===== src/rtl/bus_pkg.sv =====
// Shared serial-bus definitions: field widths, R/W encoding and the slave FSM
// state encoding that the master port also decodes for cross-checking.
package bus_pkg;

    localparam int ADDR_W     = 12;
    localparam int DATA_W     = 8;
    localparam int SLAVE_ID_W = 2;

    localparam logic RW_READ  = 1'b1;
    localparam logic RW_WRITE = 1'b0;

    typedef enum logic [2:0] {
        S_IDLE    = 3'd0,
        S_RX_ADDR = 3'd1,
        S_RX_DATA = 3'd2,
        S_WR      = 3'd3,
        S_RD_REQ  = 3'd4,
        S_RD_WAIT = 3'd5,
        S_TX      = 3'd6,
        S_ACK     = 3'd7
    } slave_state_t;

endpackage


===== src/rtl/serial_shift_reg.sv =====
// LSB-first shift register: serial-in capture, or parallel load then serial-out
// from bit 0.
module serial_shift_reg #(
    parameter int W = 8
) (
    input  logic         clk,
    input  logic         reset,
    input  logic         load,
    input  logic [W-1:0] load_data,
    input  logic         shift,
    input  logic         shift_in,
    output logic [W-1:0] data
);

    // Bits enter at the MSB and drift toward bit 0, so after W shifts the first
    // received bit is at bit 0, which is also the next bit presented for TX.
    always_ff @(posedge clk or negedge reset) begin
        if (!reset)     data <= '0;
        else if (load)  data <= load_data;
        else if (shift) data <= {shift_in, data[W-1:1]};
    end

endmodule


===== src/rtl/bus_slave_port.sv =====
// Slave end of the serial bus: deserialises a request frame, performs one
// memory access, then answers with an ack pulse or serial read data.
module bus_slave_port
    import bus_pkg::*;
#(
    parameter int ADDR_W      = bus_pkg::ADDR_W,
    parameter int DATA_W      = bus_pkg::DATA_W,
    parameter int MEM_LATENCY = 2
) (
    input  logic              clk,
    input  logic              reset,
    input  logic              slave_sel,
    input  logic              s_valid,
    input  logic              s_in,
    output logic              s_out,
    output logic              s_out_valid,
    output logic              s_ack,
    output logic              busy,
    output logic [ADDR_W-1:0] mem_addr,
    output logic [DATA_W-1:0] mem_wdata,
    output logic              mem_we,
    output logic              mem_re,
    input  logic [DATA_W-1:0] mem_rdata
);

    localparam int RX_W  = (ADDR_W > DATA_W) ? ADDR_W : DATA_W;
    localparam int CNT_W = $clog2(RX_W);

    slave_state_t      state, state_n;
    logic [CNT_W-1:0]  bit_cnt, bit_cnt_n;
    logic [2:0]        wait_cnt, wait_cnt_n;
    logic              rw_q, rw_n;
    logic [ADDR_W-1:0] addr_q, addr_n;
    logic [DATA_W-1:0] wdata_q, wdata_n;
    logic [RX_W-1:0]   rx_data, rx_next;
    logic [DATA_W-1:0] tx_data;
    logic              take, rx_shift, tx_load, tx_shift;
    logic              unused_bits;

    assign take     = s_valid && slave_sel;
    assign rx_shift = take && (state == S_RX_ADDR || state == S_RX_DATA);
    assign tx_load  = (state == S_RD_WAIT) && (wait_cnt == 3'(MEM_LATENCY - 1));
    assign tx_shift = (state == S_TX);
    // Register contents as they will be after this cycle's bit is shifted in;
    // fields are captured from here on their final bit.
    assign rx_next  = {s_in, rx_data[RX_W-1:1]};

    serial_shift_reg #(.W(RX_W)) u_rx (
        .clk       (clk),
        .reset     (reset),
        .load      (1'b0),
        .load_data ('0),
        .shift     (rx_shift),
        .shift_in  (s_in),
        .data      (rx_data)
    );

    serial_shift_reg #(.W(DATA_W)) u_tx (
        .clk       (clk),
        .reset     (reset),
        .load      (tx_load),
        .load_data (mem_rdata),
        .shift     (tx_shift),
        .shift_in  (1'b0),
        .data      (tx_data)
    );

    assign unused_bits = ^{rx_data[0], tx_data[DATA_W-1:1]};

    always_ff @(posedge clk or negedge reset) begin
        if (!reset) begin
            state    <= S_IDLE;
            bit_cnt  <= '0;
            wait_cnt <= '0;
            rw_q     <= RW_WRITE;
            addr_q   <= '0;
            wdata_q  <= '0;
        end else begin
            state    <= state_n;
            bit_cnt  <= bit_cnt_n;
            wait_cnt <= wait_cnt_n;
            rw_q     <= rw_n;
            addr_q   <= addr_n;
            wdata_q  <= wdata_n;
        end
    end

    always_comb begin
        state_n    = state;
        bit_cnt_n  = bit_cnt;
        wait_cnt_n = wait_cnt;
        rw_n       = rw_q;
        addr_n     = addr_q;
        wdata_n    = wdata_q;
        case (state)
            S_IDLE: begin
                if (take) begin
                    rw_n      = s_in;
                    bit_cnt_n = '0;
                    state_n   = S_RX_ADDR;
                end
            end
            S_RX_ADDR: begin
                // Deselect wins over a bit arriving in the same cycle.
                if (!slave_sel) begin
                    state_n = S_IDLE;
                end else if (s_valid) begin
                    if (bit_cnt == CNT_W'(ADDR_W - 1)) begin
                        bit_cnt_n = '0;
                        addr_n    = rx_next[RX_W-1 -: ADDR_W];
                        state_n   = (rw_q == RW_READ) ? S_RD_REQ : S_RX_DATA;
                    end else begin
                        bit_cnt_n = bit_cnt + 1'b1;
                    end
                end
            end
            S_RX_DATA: begin
                if (!slave_sel) begin
                    state_n = S_IDLE;
                end else if (s_valid) begin
                    if (bit_cnt == CNT_W'(DATA_W - 1)) begin
                        bit_cnt_n = '0;
                        wdata_n   = rx_next[RX_W-1 -: DATA_W];
                        state_n   = S_WR;
                    end else begin
                        bit_cnt_n = bit_cnt + 1'b1;
                    end
                end
            end
            S_WR:     state_n = S_ACK;
            S_RD_REQ: begin
                wait_cnt_n = '0;
                state_n    = S_RD_WAIT;
            end
            S_RD_WAIT: begin
                if (tx_load) begin
                    bit_cnt_n = '0;
                    state_n   = S_TX;
                end else begin
                    wait_cnt_n = wait_cnt + 1'b1;
                end
            end
            S_TX: begin
                if (bit_cnt == CNT_W'(DATA_W - 1)) begin
                    bit_cnt_n = '0;
                    state_n   = S_ACK;
                end else begin
                    bit_cnt_n = bit_cnt + 1'b1;
                end
            end
            S_ACK:    state_n = S_IDLE;
            default:  state_n = S_IDLE;
        endcase
    end

    assign busy        = (state != S_IDLE);
    assign mem_we      = (state == S_WR);
    assign mem_re      = (state == S_RD_REQ);
    assign s_ack       = (state == S_ACK);
    assign s_out_valid = (state == S_TX);
    assign s_out       = s_out_valid & tx_data[0];
    assign mem_addr    = addr_q;
    assign mem_wdata   = wdata_q;

endmodule


===== config.mk =====
export PLATFORM = sky130hd
export DESIGN_NAME = bus_slave_port
export DESIGN_NICKNAME = d
export VERILOG_FILES = /design/src/rtl/bus_pkg.sv /design/src/rtl/serial_shift_reg.sv /design/src/rtl/bus_slave_port.sv
export SDC_FILE = /design/constraint.sdc
export NUM_CORES = 1
export LEC_CHECK = 0
export ABC_AREA = 1
export CAP_MARGIN = 0
export CORE_MARGIN = 5
export CORE_UTILIZATION = 60
export CTS_BUF_LIST = sky130_fd_sc_hd__clkbuf_8
export CTS_CLUSTER_SIZE = 30
export DETAILED_ROUTE_END_ITERATION = 8
export PLACE_DENSITY = 0.87
export SLEW_MARGIN = 10
export SYNTH_ARGS = -nofsm -noshare
export SYNTH_HDL_FRONTEND = slang
export SYNTH_HIERARCHICAL = 1
export SYNTH_SLANG_ARGS = --single-unit

===== constraint.sdc =====
create_clock -name clk -period 3.25 [get_ports clk]
set_input_delay 0.65 -clock clk [delete_from_list [all_inputs] [get_ports clk]]
set_output_delay 0.65 -clock clk [all_outputs]
set_load 0.03 [all_outputs]

==> results of run 1 <==
metal layers:
| metal | wire (um) | global-route usage | up-vias |
|---|---|---|---|
| met5 | 0 | 0 | - |
| met4 | 116 | 0.07904 | 0 |
| met3 | 259 | 0.04051 | 10 |
| met2 | 3027 | 0.3704 | 51 |
| met1 | 2484 | 0.2557 | 1081 |
| li1 | - | - | 1118 |
power by group:
| group | switching (mW) | total, mW | internal, mW |
|---|---|---|---|
| clock network | 0.207 | 0.433 | 0.227 |
| logic | 0.591 | 0.899 | 0.308 |
| registers | 0.141 | 0.882 | 0.741 |
| total | 0.939 | 2.21 | 1.27 |
critical path, delay by kind of cell (launching register included):
| family | cells | cell delay (ns) |
|---|---|---|
| buffers and inverters | 3 | 1.10 |
| AND/OR/NAND/NOR | 2 | 0.17 |
| flip-flops | 1 | 0.63 |
how the worst max path moves through the flow:
stage,slack [ns],end,cells past startpoint,from
final,0.40,s_out_valid,5,state[1]
after global routing,0.27,s_out_valid,5,state[1]
after CTS,0.40,s_out_valid,5,state[1]
after detailed placement,0.74,s_out_valid,5,state[1]
after global placement,0.77,s_out_valid,5,state[1]
after floorplan,1.48,s_out,6,state[0]
through the flow:
stage                     cells  hold WS [ns]  utilization
after floorplan             344        0.3544            -
after global placement      424        0.4667       0.7138
after detailed placement    424        0.4735       0.7138
after CTS                   432        0.3622       0.7389
after global routing        432        0.4034       0.7389
final                       432        0.3556       0.7389
registers in the layout (all words and copies together), names as in the netlist:
register and count:
rw_q 1, u_rx/data 11, mem_wdata 8, u_tx/data 8, state 3, bit_cnt 4, mem_addr 12, wait_cnt 3
layout make-up:
class                      count  area (um2)  share of cell area
multi-input combinational    243        1255              0.3874
clock inverter                 3       41.29             0.01275
inverter                      38       160.2             0.04944
clock buffer                   5       68.82             0.02124
tap                           52       65.06             0.02008
sequential                    50        1251              0.3862
timing repair buffer          41       397.9              0.1228
==> run summary, run 1 <==
Clock network
• register clock-pin slew on the reported worst setup and hold paths: 0.08 ns
• CTS tree: built
• total number of clock tree sinks: 50
• cts bufs inserted: 5
• number of levels the H-tree was split into: 2
• count of hold buffers inserted by post-cts repair: 0
• Setup Fix Bufs, Post-CTS: 0
• root buffer cell: clkbuf_8
• maximum clock insertion buffer count: 2
• Clock Latency Late Sink: 0.30 ns
• post-cts repair resize count: 0

Placement
• total placed instance area: 0.003129 mm2
• post-DP HPWL: 4331 um
• weighted congestion at the end of routability-driven global placement: 0.9117
• port bufs: 38
• post-placement worst setup slack: 0.7354 ns

Logic synthesis
• Syn Area/Cell: 8.346 um2
• synthesized cell area: 0.002738 mm2
• yosys warns: 6
• Gate Count Post-Synth: 328

Critical path
• crit end category: output port
• largest stage delay on the critical path: 0.74 ns
• r2r setup slk: 1.27 ns
• maximum fanout count along the critical path: 10
• reg2reg end: u_tx/data[0]
• ordered cell list for the critical path: nand2_2, inv_2, nand2_1, inv_1, clkdlybuf4s50_1
• Reg2Reg Depth: 5
• crit path launch type: flop
• Reg2Reg Launch Point: state[2]
• type of the worst setup path: reg -> out
• Worst EP arrival: 2.20 ns
• required time of the critical path: 2.60 ns
• Crit-path slowest cell: clkdlybuf4s50_1

Timing
• worst-margin pin slew: 0.7443 ns
• worst-case setup margin in the final layout: 0.4015 ns
• worst setup skew after layout: 0.006568 ns
• setup repair after global routing missed its margin: false
• Post-Route Setup TNS: 0 ns
• setup violation total in the final timing report: 0
• endpoints failing hold: 0
• shortest period the worst path allows: 2.849 ns
• headroom to the max-slew limit: 0.5019
• Tcrit/Tclk final: 0.8765
• final count of pins violating max slew: 0
• Fmax achieved: 0.3511 GHz

Global routing
• first-pass GRT wire length: 10440 um
• largest net degree at the start of global routing: 29
• initial antenna violation count: 0
• via count of the first global-routing pass: 2346
• overall global routing resource usage: 0.2108
• aggregate global routing overflow: 0

Cells and area
• most frequent cells in the layout: nand2_1, nand3_1, dfrtp_1
• most frequent standard cell in the layout excluding fill and tap cells: nand2_1
• filler instances: 336
• Layout Nets: 395
• layout overhead on the synthesized area: 18.33%
• final instance area: 0.003239 mm2
• antenna diode count: 0
• layout cells sized above 1: 0.1579

Routing
• 1st-iter DRT viols: 159
• antenna viol nets, final: 0
• ratio of routed vias to standard cells: 5.231
• detailed-route wire length per cell: 13.63 um
• router iterations before antenna repair: 4
• count of unresolved DRC violations after routing: 0
• DRT Wirelength: 5887 um
• via count: 2260

Run
• Max Cap Viol: 0

Floorplan
• initial core utilization: 0.6244
• Die Ht: 77.55 um
• Std-Cell Core Area: 0.004384 mm2
• Die Footprint: 0.006013 mm2
• cell row count: 24
• I/O pins: 39
• overall die width: 77.55 um

Power and ir drop
• leak pwr: 1.593 nW
• total power after layout: 2.214 mW
• worst voltage drop across the vdd grid: 0.3029 mV
• power density over the cells: 683.5 mW/mm2

Min path
• class of the tightest hold or removal check: in -> async

Status
• result of the run: finished, final reports clean

Power figures use the tool's default switching activity.
==> run 2, diff against run 1 <==
CORE_UTILIZATION = 40   (was 60)
PLACE_DENSITY = unset   (was 0.87)
==> run summary, run 2 (synthesis gave the netlist of run 1 again) <==
Clock network
• number of levels the H-tree was split into: 2, unchanged
• root buffer cell: clkbuf_8
• Setup Fix Bufs, Post-CTS: 0, unchanged
• cts bufs inserted: 5, unchanged
• maximum clock insertion buffer count: 2, unchanged
• register clock-pin slew on the reported worst setup and hold paths: 0.10 ns, +0.02 ns
• CTS tree: built
• count of hold buffers inserted by post-cts repair: 0, unchanged
• total number of clock tree sinks: 50, unchanged
• post-cts repair resize count: 0, unchanged
• Clock Latency Late Sink: 0.31 ns, about the same

Timing
• Tcrit/Tclk final: 0.8905, +0.01404
• Post-Route Setup TNS: 0 ns, unchanged
• final count of pins violating max slew: 0, unchanged
• shortest period the worst path allows: 2.894 ns, +0.04562 ns
• Fmax achieved: 0.3455 GHz, -1.6%
• setup repair after global routing missed its margin: false
• final worst hold slack: 0.4198 ns, +0.06428 ns
• worst-margin pin slew: 0.7846 ns, +0.04022 ns
• endpoints failing hold: 0, unchanged
• worst-case setup margin in the final layout: 0.3558 ns, -0.04562 ns
• headroom to the max-slew limit: 0.4770, -0.02498
• worst setup skew after layout: 0.01579 ns, +0.009223 ns
• setup violation total in the final timing report: 0, unchanged

Status
• result of the run: finished, final reports clean

Critical path
• Worst EP arrival: 2.24 ns, +0.04 ns
• Reg2Reg Depth: 5, unchanged
• required time of the critical path: 2.60 ns, about the same
• type of the worst setup path: reg -> out
• maximum fanout count along the critical path: 10, unchanged
• crit end category: output port
• Reg2Reg Launch Point: state[2]
• r2r setup slk: 1.25 ns, -0.02 ns
• crit path launch type: flop
• reg2reg end: u_tx/data[0]

Placement
• weighted congestion at the end of routability-driven global placement: 0.8281, -9.2%
• post-DP HPWL: 4173 um, -3.7%
• port bufs: 38, unchanged
• number of instances in the placed design: 452, +6.6%
• total placed instance area: 0.003164 mm2, +1.1%
• post-placement worst setup slack: 0.6788 ns, -0.05659 ns

Routing
• antenna viol nets, final: 0, unchanged
• count of unresolved DRC violations after routing: 0, unchanged
• ratio of routed vias to standard cells: 4.725, -9.7%
• 1st-iter DRT viols: 56, -65%
• detailed-route wire length per cell: 12.15 um, -11%
• via count: 2169, -4.0%
• DRT Wirelength: 5578 um, -5.2%
• router iterations before antenna repair: 4, unchanged

Power and ir drop
• power density over the cells: 647.5 mW/mm2, -5.3%
• leak pwr: 1.582 nW, -0.70%
• total power after layout: 2.102 mW, -5.0%
• worst voltage drop across the vdd grid: 0.1879 mV, -38%

Cells and area
• multi-input logic area: 0.001255 mm2, unchanged
• Cell Count, Final, Fillers Out: 459, +6.3%
• most frequent standard cell in the layout excluding fill and tap cells: nand2_1
• max reg flops: 12, unchanged
• Layout Nets: 395, unchanged
• layout overhead on the synthesized area: 18.60%
• area occupied by registers: 0.001251 mm2, unchanged
• most frequent cells in the layout: nand2_1, nand3_1, dfrtp_1
• layout cells sized above 1: 0.1583, +0.0004166
• antenna diode count: 0, unchanged
• final instance area: 0.003247 mm2, +0.23%
• Core Util, Final: 0.4832, -0.2556
• filler instances: 661, +97%

Floorplan
• overall die width: 92.73 um, +20%
• Die Footprint: 0.008599 mm2, +43%
• initial core utilization: 0.4074, -0.2170
• Die Ht: 92.73 um, +20%
• cell row count: 30, +25%
• I/O pins: 39, unchanged
• Std-Cell Core Area: 0.006719 mm2, +53%

Global routing
• first-pass GRT wire length: 9880 um, -5.4%
• overall global routing resource usage: 0.1430, -0.06778
• aggregate global routing overflow: 0, unchanged
• initial antenna violation count: 0, unchanged
• largest net degree at the start of global routing: 34, +17%
• via count of the first global-routing pass: 2122, -9.5%

Min path
• class of the tightest hold or removal check: in -> async

Run
• Max Cap Viol: 0, unchanged

==> run 2: critical path, cell delays in order, from the launching register on <==
cell and delay, ns:
dfrtp_1 0.64, nand2_2 0.12, inv_2 0.09, nand2_1 0.07
inv_1 0.29, clkdlybuf4s50_1 0.74
==> run 2: worst max-delay path by stage <==
| stage | start | endpoint | slack (ns) | depth (start not counted) |
|---|---|---|---|---|
| after floorplan | state[0] | s_out | 1.48 | 6 |
| after global placement | state[1] | s_out_valid | 0.73 | 5 |
| after detailed placement | state[1] | s_out_valid | 0.68 | 5 |
| after CTS | state[1] | s_out_valid | 0.34 | 5 |
| after global routing | state[1] | s_out_valid | 0.22 | 5 |
| final | state[1] | s_out_valid | 0.36 | 5 |
==> run 2: power by group <==
part	switching [mW]	total [mW]	leakage, nW	internal [mW]
sequential	0.139	0.879	0.658	0.741
combinational	0.554	0.862	0.879	0.308
clock	0.212	0.361	0.0444	0.149
==> run 2: cell type report <==
class | count | share of cell area
Clock inverter | 2 | 0.004239
Tap cell | 80 | 0.03083
Multi-Input combinational cell | 243 | 0.3865
Clock buffer | 5 | 0.02119
Sequential cell | 50 | 0.3854
Timing Repair Buffer | 41 | 0.1225
Inverter | 38 | 0.04933
==> run 2: metal layers <==
metal,global-route usage,up-vias,share of wire
li1,-,1120,-
met1,0.1870,1008,0.48
met2,0.2320,36,0.47
met3,0.03249,5,0.034
met4,0.05128,0,0.013
met5,0,-,0
==> run 3, diff against run 2 <==
ABC_CLOCK_PERIOD_IN_PS = 3250   (was unset)
==> results of run 3 <==
No change in the layout: final DEF, timing and power equal those of run 2.
